[src/rtl/output_device_hub_if.sv]
// Output-device write port plus console byte stream, bundled for the hub.
// Latency: none; this file only carries wires.
// Backpressure: console_ready from the sink stalls the console stream; the write port has none.
//
// Signals:
//   output_is_write / io_device_id / output_devices_value : writeback-stage write strobe, target id, data
//   console_data / console_valid / console_ready          : show-ahead console byte stream toward the display
interface output_device_hub_if;
    logic        output_is_write;
    logic [7:0]  io_device_id;
    logic [31:0] output_devices_value;
    logic [7:0]  console_data;
    logic        console_valid;
    logic        console_ready;

    // Writeback stage and display sink side.
    modport master (
        output output_is_write,
        output io_device_id,
        output output_devices_value,
        output console_ready,
        input  console_data,
        input  console_valid
    );

    // Hub side.
    modport slave (
        input  output_is_write,
        input  io_device_id,
        input  output_devices_value,
        input  console_ready,
        output console_data,
        output console_valid
    );
endinterface

[src/rtl/output_device_hub.sv]
// Output-device hub: register writes to low ids, console writes queued in a show-ahead byte FIFO.
// Latency: 1 cycle from write strobe to dev_regs / console_valid / write_ack.
// Backpressure: console full raises io_stall; writes arriving then (or to unmapped ids) are dropped and counted.
//
// Ports:
//   clk, reset_n   : clock, asynchronous active-low reset
//   bus (slave)    : write port in, console byte stream out (valid/ready)
//   dev_regs       : flattened device registers, register k at [32k+31:32k]
//   io_stall       : console FIFO full
//   fifo_level     : console FIFO occupancy, 0..FIFO_DEPTH
//   write_ack      : one-cycle pulse after each accepted write
//   dropped_count  : saturating count of rejected writes
module output_device_hub #(
    parameter int         NUM_REGS   = 4,
    parameter logic [7:0] CONSOLE_ID = 8'h10,
    parameter int         FIFO_DEPTH = 4
) (
    input  logic                    clk,
    input  logic                    reset_n,
    output_device_hub_if.slave      bus,
    output logic [32*NUM_REGS-1:0]  dev_regs,
    output logic                    io_stall,
    output logic [4:0]              fifo_level,
    output logic                    write_ack,
    output logic [7:0]              dropped_count
);
    localparam int         PW          = $clog2(FIFO_DEPTH);
    localparam logic [7:0] NUM_REGS_ID = 8'(NUM_REGS);
    localparam logic [4:0] DEPTH_LVL   = 5'(FIFO_DEPTH);

    logic [NUM_REGS-1:0][31:0]  regs_q;
    logic [FIFO_DEPTH-1:0][7:0] mem_q;
    logic [PW-1:0]              wr_ptr_q, wr_ptr_d;
    logic [PW-1:0]              rd_ptr_q, rd_ptr_d;
    logic [4:0]                 level_q, level_d;
    logic [7:0]                 hold_q;
    logic [7:0]                 dropped_q, dropped_d;
    logic                       ack_q;

    logic full, empty, is_reg, is_con, push, pop, accept, drop;

    always_comb begin
        // Full/empty come from the occupancy count, so pointer aliasing never matters.
        full   = (level_q == DEPTH_LVL);
        empty  = (level_q == 5'd0);
        is_reg = bus.output_is_write && (bus.io_device_id < NUM_REGS_ID);
        is_con = bus.output_is_write && (bus.io_device_id == CONSOLE_ID);
        // Full is judged before any same-cycle pop: a push into a full FIFO is lost even if the head leaves.
        push   = is_con && !full;
        pop    = !empty && bus.console_ready;
        accept = is_reg || push;
        drop   = bus.output_is_write && !accept;

        level_d = level_q;
        if (push && !pop) begin
            level_d = level_q + 5'd1;
        end else if (pop && !push) begin
            level_d = level_q - 5'd1;
        end

        wr_ptr_d  = push ? wr_ptr_q + PW'(1) : wr_ptr_q;
        rd_ptr_d  = pop  ? rd_ptr_q + PW'(1) : rd_ptr_q;
        dropped_d = (drop && (dropped_q != 8'hFF)) ? dropped_q + 8'd1 : dropped_q;
    end

    always_ff @(posedge clk or negedge reset_n) begin
        if (!reset_n) begin
            regs_q    <= '0;
            mem_q     <= '0;
            wr_ptr_q  <= '0;
            rd_ptr_q  <= '0;
            level_q   <= '0;
            hold_q    <= '0;
            dropped_q <= '0;
            ack_q     <= 1'b0;
        end else begin
            for (int k = 0; k < NUM_REGS; k++) begin
                if (is_reg && (bus.io_device_id == 8'(k))) begin
                    regs_q[k] <= bus.output_devices_value;
                end
            end
            if (push) begin
                mem_q[wr_ptr_q] <= bus.output_devices_value[7:0];
            end
            // Remember the byte leaving the head so console_data holds it once the FIFO drains.
            if (pop) begin
                hold_q <= mem_q[rd_ptr_q];
            end
            wr_ptr_q  <= wr_ptr_d;
            rd_ptr_q  <= rd_ptr_d;
            level_q   <= level_d;
            dropped_q <= dropped_d;
            ack_q     <= accept;
        end
    end

    assign dev_regs          = regs_q;
    assign bus.console_valid = !empty;
    assign bus.console_data  = empty ? hold_q : mem_q[rd_ptr_q];
    assign io_stall          = full;
    assign fifo_level        = level_q;
    assign write_ack         = ack_q;
    assign dropped_count     = dropped_q;
endmodule

[src/flat_wrapper.sv]
// flat-port wrapper written by rule: the top's interface ports become plain ports
module output_device_hub_flat 
#(
    parameter int         NUM_REGS   = 4,
    parameter logic [7:0] CONSOLE_ID = 8'h10,
    parameter int         FIFO_DEPTH = 4
)
  (clk, reset_n, dev_regs, io_stall, fifo_level, write_ack, dropped_count, bus_output_is_write, bus_io_device_id, bus_output_devices_value, bus_console_ready, bus_console_data, bus_console_valid);
  output_device_hub_if bus_i ();
  input  logic clk;
  input  logic reset_n;
  output logic [32*NUM_REGS-1:0] dev_regs;
  output logic io_stall;
  output logic [4:0] fifo_level;
  output logic write_ack;
  output logic [7:0] dropped_count;
  input wire logic [$bits(bus_i.output_is_write)-1:0] bus_output_is_write;
  input wire logic [$bits(bus_i.io_device_id)-1:0] bus_io_device_id;
  input wire logic [$bits(bus_i.output_devices_value)-1:0] bus_output_devices_value;
  input wire logic [$bits(bus_i.console_ready)-1:0] bus_console_ready;
  output wire logic [$bits(bus_i.console_data)-1:0] bus_console_data;
  output wire logic [$bits(bus_i.console_valid)-1:0] bus_console_valid;
  assign bus_i.output_is_write = bus_output_is_write;
  assign bus_i.io_device_id = bus_io_device_id;
  assign bus_i.output_devices_value = bus_output_devices_value;
  assign bus_i.console_ready = bus_console_ready;
  assign bus_console_data = bus_i.console_data;
  assign bus_console_valid = bus_i.console_valid;
  output_device_hub #(.NUM_REGS(NUM_REGS), .CONSOLE_ID(CONSOLE_ID), .FIFO_DEPTH(FIFO_DEPTH)) u_core (.clk(clk), .reset_n(reset_n), .bus(bus_i), .dev_regs(dev_regs), .io_stall(io_stall), .fifo_level(fifo_level), .write_ack(write_ack), .dropped_count(dropped_count));
endmodule
[config.mk]
export PLATFORM = sky130hd
export DESIGN_NAME = output_device_hub_flat
export DESIGN_NICKNAME = d
export VERILOG_FILES = /design/src/rtl/output_device_hub_if.sv /design/src/rtl/output_device_hub.sv /design/src/flat_wrapper.sv
export SDC_FILE = /design/constraint.sdc
export NUM_CORES = 1
export LEC_CHECK = 0
export ABC_AREA = 1
export CORE_AREA = 4 4 137 139
export DETAILED_ROUTE_END_ITERATION = 7
export DIE_AREA = 0 0 141 143
export GPL_ROUTABILITY_DRIVEN = 0
export GPL_TIMING_DRIVEN = 1
export PLACE_DENSITY = 0.72
export SYNTH_ARGS = -nofsm -noshare
export SYNTH_HDL_FRONTEND = slang
export SYNTH_SLANG_ARGS = --single-unit
[constraint.sdc]
create_clock -name clk -period 2.1 [get_ports clk]
set_input_delay 0.42 -clock clk [delete_from_list [all_inputs] [get_ports clk]]
set_output_delay 0.42 -clock clk [all_outputs]
set_load 0.005 [all_outputs]
Word level (Yosys, flattened, before mapping)
Index checks and enable logic that the tools add are counted.

storage, ports and cells
  register bits = 186
  output and inout port bits = 152

operators by class
  add/subtract/negate cells = 5
  $lt $le $gt $ge = 4
  equal/unequal tests = 6
  mux-type cells = 8
  reductions and logical operators = 22

operators with widths
  cell                 number
  $bwmux 32            1
  $mux 8               3
  $bmux 8 s2           1
  $demux 8 s2          1
  $eq 8x2->1 const B   2
  $logic_and 1x1->1    13
  $mux 5               2
  $add 8x1->8 const B  1
  $eq 8x1->1 const B   1
  $eq 8x5->1 const B   1
  $logic_not 8->1      1
  $lt 8x3->1 const B   1
  $ne 8x8->1 const B   1
  $lt 2x3->1 const B   2
  $add 5x1->5 const B  1
  $eq 5x3->1 const B   1
  $logic_not 1->1      5
  $logic_not 5->1      1
  $sub 5x1->5 const B  1
  $add 2x1->2 const B  2
  $ge 2x1->1 const B   1
  $reduce_bool 2->1    1
  $logic_or 1x1->1     1

Longest topological paths before layout
Gate-level depths: netlist (run 1).

  depth in word-level cells = 7
  mapped depth = 14
  mapped depth without buffers = 14

Least setup slack after synthesis (run 1)
OpenSTA, ideal clock, no wires.

  path type = input port to flip-flop
  start point = in bus_io_device_id[1]
  end point = reg u_core.level_q[4], in the netlist u_core.fifo_level[4]
  library setup time = 65 ps
  arrival time = 2183 ps
  slack = -148 ps
  stages = 14
  buffers on the path = 0
  path through = inv_2 -> nand2_1 -> nor2_2 -> nand3_4 -> inv_1 -> ha_1 -> inv_1 -> fa_1 -> nand2_1 -> nand2_1 -> a21oi_1 -> xor2_1 -> nand2_1 -> nand2_1

between the ends
  word-level cells in the longest chain between the ends = 6
  elaborated cells between the ends (all ways) = 8
  classes of those cells = eq/ne (1); mux (1); reduce/logical (6)

RTL lines
  what                                RTL line                 text
  start, declared                     flat_wrapper.sv:18       input wire logic [$bits(bus_i.io_device_id)-1:0] bus_io_device_id;
  $eq 8x5->1 (*)                      output_device_hub.sv:47  is_con = bus.output_is_write && (bus.io_device_id == CONSOLE_ID);
  $logic_and 1x1->1 (*)               output_device_hub.sv:47
  $logic_and 1x1->1 (*)               output_device_hub.sv:49  push = is_con && !full;
  named net u_core.push               output_device_hub.sv:40  logic full, empty, is_reg, is_con, push, pop, accept, drop;
  $logic_not 1->1                     output_device_hub.sv:57  end else if (pop && !push) begin
  $logic_and 1x1->1                   output_device_hub.sv:57
  $reduce_bool 2->1 (no source line)  n/a
  end signal, assigned                output_device_hub.sv:91  level_q <= level_d;
  end, declared                       output_device_hub.sv:35  logic [4:0] level_q, level_d;

The timed path passes the listed nets; every way through them passes the cells marked *.
A chain may end at the register's enable or synchronous reset.

Worst setup path in the final report (run 1)
  start point = reg u_core.rd_ptr_q[0]
  end point = out bus_console_data[1]

between the ends
  word-level cells in the longest chain between the ends = 3

RTL lines
  what                          RTL line                 text
  start, declared               output_device_hub.sv:34  logic [PW-1:0] rd_ptr_q, rd_ptr_d;
  start signal, assigned        output_device_hub.sv:90  rd_ptr_q <= rd_ptr_d;
  $bmux 8 s2                    output_device_hub.sv:99  assign bus.console_data = empty ? hold_q : mem_q[rd_ptr_q];
  $mux 8 (not written as such)  output_device_hub.sv:99
  $mux 8                        output_device_hub.sv:99
  end, declared                 flat_wrapper.sv:21       output wire logic [$bits(bus_i.console_data)-1:0] bus_console_data;

No other way between the ends. The select of a mux whose other input is x is not followed.

==> flow_metrics.tcl, run 1 <==
set metrics [dict create \
    status "complete, no violations" \
    tightest_slew_ns 0.5295 \
    avgSynthCellArea_sq_um 9.024 \
    dr.pass1.iters 5 \
    ios 196 \
    num_rows 49 \
    ir_worst_vdd_mv 0.5850 \
    grt.overflow.total 0 \
    placed_area_sq_um 10350 \
    routed_wl_microns 21250 \
    fin_cells 1338 \
    synth_common_cells "nand2_1, dfrtp_1, o21ai_0, nand3_1, inv_1" \
    worst_setup_path_start_kind "register" \
    synthTopCellsByArea "dfrtp_1, nand2_1, o21ai_0" \
    ys_types 28 \
    grt_start_max_net_pins 65 \
    yosysTopAreaCell "dfrtp_1" \
    ys_warn_count 0 \
    grt_pass1_vias 6637 \
    stdcell_area_sq_um 11110 \
    cts_tree "yes" \
    clockBufferDepth 2 \
    die_area_sq_um 20160 \
    wl_per_cell_microns 15.88 \
    via_per_inst 4.886 \
    hp-class "reg2reg" \
    fmax_ghz 0.4936 \
    worst-setup-path-type "reg2out" \
    setup.worst_path.end_class "output pin" \
    final_util 0.6293 \
    portBuffers 195 \
    grt_pass1_wl_microns 34510 \
    synth_top_area_share 0.5956 \
    rsz0062_at_grt "true" \
    place_inst 1298 \
    cap_violations 0 \
    synth_nets 920 \
    core-area_sq_um 17660 \
    drive_gt1_frac 0.1298 \
    cts_root_buffer "clkbuf_16" \
    crit_arrival_ns 1.61 \
    ant_nets 0 \
    slew_viol_final 0 \
    p_leak_nw 5.509 \
    synth_area_sq_um 7815 \
    drc 0 \
    antenna_found_initial 0 \
    finClkSkew_ns 0.007606 \
    synth_cells 866 \
    powerDensity_nw_per_um2 876.2 \
    nNetsFinal 1150 \
    setup_viol 0 \
    cp_data_required_time_ns 1.68 \
    clkTransAtPathRegs_ns 0.07 \
    ctsHtreeMaxLevel 4 \
    start_util 0.4426 \
    final_hold_viol_count 0 \
    dr_total_vias 6538 \
    relSlewSlack 0.6470 \
    synth_edf_count 0 \
    grtUsageTotal 0.2150 \
    hpwl_microns 14850 \
    clk_latency_ns 0.42 \
    worst-path-max-fanout 17 \
    timing.final.crit_period_ns 2.026 \
    syn_to_final_growth_pct 42.19 \
    synth_most_common_cell "nand2_1" \
    ys_async_sr_fraction 1.000 \
    fin_crit_sh 0.9647 \
    synth_ff_type "dfrtp_1" \
    die_w_microns 141 \
    numCtsBuffers 17 \
    drt_iter0_markers 320 \
    cts.sinks 186 \
    ys_seq_elements 186 \
    seq_area_frac_synth 0.5956 \
    die-height_microns 143 \
    n_antenna_cell 0 \
]
power by group:
| part | switching (W) | internal (W) | leakage, nW |
|---|---|---|---|
| sequential | 0.000189 | 0.00383 | 2.55 |
| combinational | 0.00126 | 0.00124 | 2.67 |
| clock | 0.00139 | 0.00183 | 0.292 |
| total | 0.00283 | 0.00690 | 5.51 |
placed cells by master, fill, tap and decap left out, types with 2 or more instances in the layout:
| cell type | count |
|---|---|
| inv_6 | 4 |
| dlymetal6s2s_1 | 5 |
| nand2_1 | 255 |
| clkbuf_16 | 17 |
| xnor2_1 | 2 |
| nand2_2 | 4 |
| clkinv_2 | 3 |
| o22ai_2 | 8 |
| a21oi_1 | 32 |
| buf_12 | 9 |
| nor2_4 | 8 |
| nor2_2 | 2 |
| clkbuf_2 | 2 |
| inv_2 | 6 |
| inv_1 | 62 |
| dfrtp_1 | 185 |
| buf_4 | 44 |
| clkbuf_8 | 3 |
| xor2_1 | 10 |
| clkinv_4 | 2 |
| nand4_1 | 2 |
| nand3_1 | 69 |
| buf_6 | 2 |
| ha_1 | 7 |
| o21ai_0 | 64 |
| nand3_2 | 3 |
| bufinv_16 | 2 |
| clkdlybuf4s50_1 | 179 |
| o21ai_2 | 5 |
| o21ai_1 | 28 |
| nor2_1 | 58 |
| nor4_4 | 2 |
| nand4_2 | 2 |
| buf_2 | 6 |
| dlygate4sd2_1 | 2 |
cells by family (layout without fill, tap and decap cells):
logic type,count (synthesis),in the layout,share of synthesized area
AOI/OAI and AO/OA,139,139,0.09046
xor gates and xnor gates,12,12,0.01345
adders and majority gates,10,10,0.01697
buffers and inverters,110,353,0.05988
DFF,186,186,0.5956
and+or+nand+nor,409,409,0.2237
what timing repair did:
action	4_1_cts	5_1_grt
hold buffers	1	0
setup buffers	2	5
pin swaps	4	10
endpoints found under the setup margin	10	10
gates resized for setup	60	30
hold endpoints to repair	23	0
layout make-up:
cell class                 count  area [sq um]
clock inverter                12         135.1
timing repair buffer         252          2484
multi-input combinational    570          2833
sequential                   186          4656
tap                          229         286.5
clock buffer                  20         456.7
inverter                      69         261.5
fill                        1466          6545
stage by stage:
stage          worst slack (ns)  power, W  TNS (ns)  hold WS, ns
2_1_floorplan           0.01420  0.005070         0       0.1244
3_3_place_gp            -0.3755  0.006249    -8.169       0.4415
3_5_place_dp            -0.4201  0.006302    -9.115       0.4460
4_1_cts                -0.02581  0.009663  -0.02581       0.4744
5_1_grt                -0.02935   0.01025  -0.07912       0.4948
6_report                0.07420  0.009736         0       0.4715
sequential cells by signal (all words and copies together), names as in the netlist:
signal and count:
u_core.dev_regs 128, u_core.mem_q 32, u_core.dropped_count 8, u_core.hold_q 8
u_core.fifo_level 5, u_core.rd_ptr_q 2, u_core.wr_ptr_q 2, u_core.write_ack 1
critical path, stage by stage (launching register included):
cell     delay, ns
dfrtp_1       0.39
buf_8         0.18
o21ai_1       0.10
o22ai_2       0.23
nand2_1       0.07
o21ai_0       0.07
buf_2         0.13
final timing paths:
kind	from	to	slack, ns	cells after the start
max reg2reg	u_core.fifo_level[4]	u_core.fifo_level[4]	0.11	14
min	u_core.dev_regs[79]	u_core.dev_regs[79]	0.47	2
max in group asynchronous	reset_n	u_core.dev_regs[53]	0.93	3
min reg2reg	u_core.dev_regs[79]	u_core.dev_regs[79]	0.47	2
max	u_core.rd_ptr_q[0]	bus_console_data[1]	0.07	6
min in group asynchronous	reset_n	u_core.dropped_count[1]	0.53	2
metal layers:
| metal | vias to the layer above | part of all wire | global-route usage |
|---|---|---|---|
| li1 | 3229 | - | - |
| met1 | 3083 | 0.43 | 0.2800 |
| met2 | 200 | 0.48 | 0.3485 |
| met3 | 26 | 0.070 | 0.06196 |
| met4 | 0 | 0.019 | 0.07292 |
| met5 | - | 0 | 0 |
(Power assumes the default switching activity.)
==> inputs of run 2 (changes only) <==
--- a/config.mk
+++ b/config.mk
@@ -9,2 +9,3 @@
 export CORE_AREA = 4 4 137 139
+export CTS_CLUSTER_SIZE = 40
 export DETAILED_ROUTE_END_ITERATION = 7
==> constraint.sdc (replaced) <==
create_clock -name clk -period 2.1 [get_ports clk]
set_input_delay 0.21 -clock clk [delete_from_list [all_inputs] [get_ports clk]]
set_output_delay 0.21 -clock clk [all_outputs]
set_load 0.005 [all_outputs]
==> run 2 against run 1 <==
Against the previous run: clock skew down 0.0022 ns; combinational power fell by 12%; via count shrank 0.50%; worst setup slack got worse by 0.033 ns; final area down 1.8%; maximum frequency fell by 1.6%; register-to-register slack hardly changed; critical endpoint is now bus_console_data[7]; largest cell class unchanged; clock power shrank 1%.
==> flow_metrics.tcl, run 2 (synthesis results as in run 1) <==
set metrics [dict create \
    clkTransAtPathRegs_ns 0.07 \
    most-common-layout-cells "nand2_1, clkdlybuf4s50_1, dfrtp_1" \
    hpwl_microns 14750 \
    timing.final.crit_period_ns 2.058 \
    cp_data_required_time_ns 1.89 \
    cts_tree "yes" \
    status "complete, no violations" \
    slew_viol_final 0 \
    wl_per_cell_microns 15.96 \
    fin_tns_setup_ns 0 \
    grt_pass1_vias 6403 \
    worst_setup_path_start_kind "register" \
    relSlewSlack 0.6612 \
    core-area_sq_um 17660 \
    die_area_sq_um 20160 \
    start_util 0.4426 \
    via_per_inst 4.928 \
    setup_viol 0 \
    syn_to_final_growth_pct 39.59 \
    n_antenna_cell 0 \
    ctsHtreeMaxLevel 4 \
    largest_reg_flops 128 \
    grtUsageTotal 0.2140 \
    antenna_found_initial 0 \
    final_util 0.6178 \
    ir_worst_vdd_mv 0.5883 \
    routed_wl_microns 21070 \
    powerDensity_nw_per_um2 862.2 \
    cap_violations 0 \
    drt_iter0_markers 263 \
    worst-setup-path-type "reg2out" \
    ios 196 \
    drive_gt1_frac 0.09533 \
    place_inst 1285 \
    ant_nets 0 \
    stdcell_area_sq_um 10910 \
    drc 0 \
    dr.pass1.iters 5 \
    crit_arrival_ns 1.85 \
    nNetsFinal 1132 \
    grt_pass1_wl_microns 34010 \
    die-height_microns 143 \
    die_w_microns 141 \
    final_hold_viol_count 0 \
    fillers 1494 \
    p_leak_nw 5.363 \
    portBuffers 195 \
    dr_total_vias 6505 \
    cts_root_buffer "clkbuf_16" \
    clk_latency_ns 0.43 \
    cts.sinks 186 \
    clockBufferDepth 2 \
    fin_cells 1320 \
    fmax_ghz 0.4858 \
    grt_start_max_net_pins 65 \
    num_rows 49 \
    hp-class "in2async" \
    reg2reg_depth 12 \
    rsz0062_at_grt "true" \
    worst-path-max-fanout 17 \
    setup.worst_path.end_class "output pin" \
    layout_commonest_cell "nand2_1" \
    finClkSkew_ns 0.005428 \
    placed_area_sq_um 10240 \
    tightest_slew_ns 0.5081 \
    fin_crit_sh 0.9802 \
    numCtsBuffers 17 \
    grt.overflow.total 0 \
]
## run 2: cell types whose count changed in the layout (fill, tap and decap cells not counted), sizes merged
cell           delta
buf              -24
bufinv            -2
clkbuf            -3
clkdlybuf4s50     +7
clkinv            +1
dlygate4sd2       +5
dlymetal6s2s      -5
inv               +3
## run 2: path summary, 6_finish.rpt
kind                                              start              endpoint  slack (ns)
setup / recovery                     u_core.rd_ptr_q[0]   bus_console_data[7]        0.04
hold / removal                                  reset_n  u_core.fifo_level[0]        0.30
setup reg to reg                   u_core.fifo_level[3]  u_core.fifo_level[4]        0.12
hold reg to reg                     u_core.dev_regs[99]   u_core.dev_regs[99]        0.47
max in group asynchronous                       reset_n  u_core.dev_regs[124]        1.09
min in group clk           bus_output_devices_value[20]   u_core.dev_regs[84]        0.40
## run 2: metal layers
| layer | routed length (microns) | track usage | up-vias | share of wire |
|---|---|---|---|---|
| met1 | 8611 | 0.2630 | 3115 | 0.41 |
| met4 | 414 | 0.06731 | 0 | 0.020 |
| met3 | 1690 | 0.08205 | 32 | 0.080 |
| met2 | 10350 | 0.3518 | 161 | 0.49 |
| met5 | 0 | 0 | - | 0 |
| li1 | - | - | 3197 | - |
## run 2: per-stage QoR
stage	hold WS, ns	setup slack (ns)	total power, W
after CTS	0.3087	0.001378	0.009404
after global routing	0.3347	-0.1210	0.009941
after global placement	0.2194	-0.2110	0.006189
after floorplan	-0.08559	0.007809	0.005078
after detailed placement	0.2133	-0.3283	0.006237
final	0.3043	0.04162	0.009405
## run 2: layout make-up
cell class                      count  area [sq um]  area share
Sequential cell                   186          4657      0.4269
Timing Repair Buffer              234          2328      0.2134
Clock buffer                       18         439.2     0.04026
Multi-Input combinational cell    570          2785      0.2553
Tap cell                          229         286.5     0.02626
Inverter                           69         259.0     0.02374
Clock inverter                     14         153.9     0.01411
## run 2: timing repair
item,in CTS,in global routing
pin swaps,4,6
hold endpoints to repair,54,0
setup buffers,0,2
hold buffers,1,0
endpoints found under the setup margin,8,6
gates resized for setup,13,16
## run 2: report_power, final
part	total, W	internal (W)	switching, W
logic	0.00221	0.00109	0.00112
registers	0.00402	0.00383	0.000193
clock network	0.00318	0.00163	0.00155
## run 2: critical path, cell delays in order, from the launching register on
cell	delay, ns
dfrtp_1	0.37
inv_1	0.08
buf_12	0.15
o21ai_0	0.26
o22ai_2	0.14
nand2_1	0.09
o21ai_0	0.07
dlygate4sd2_1	0.26
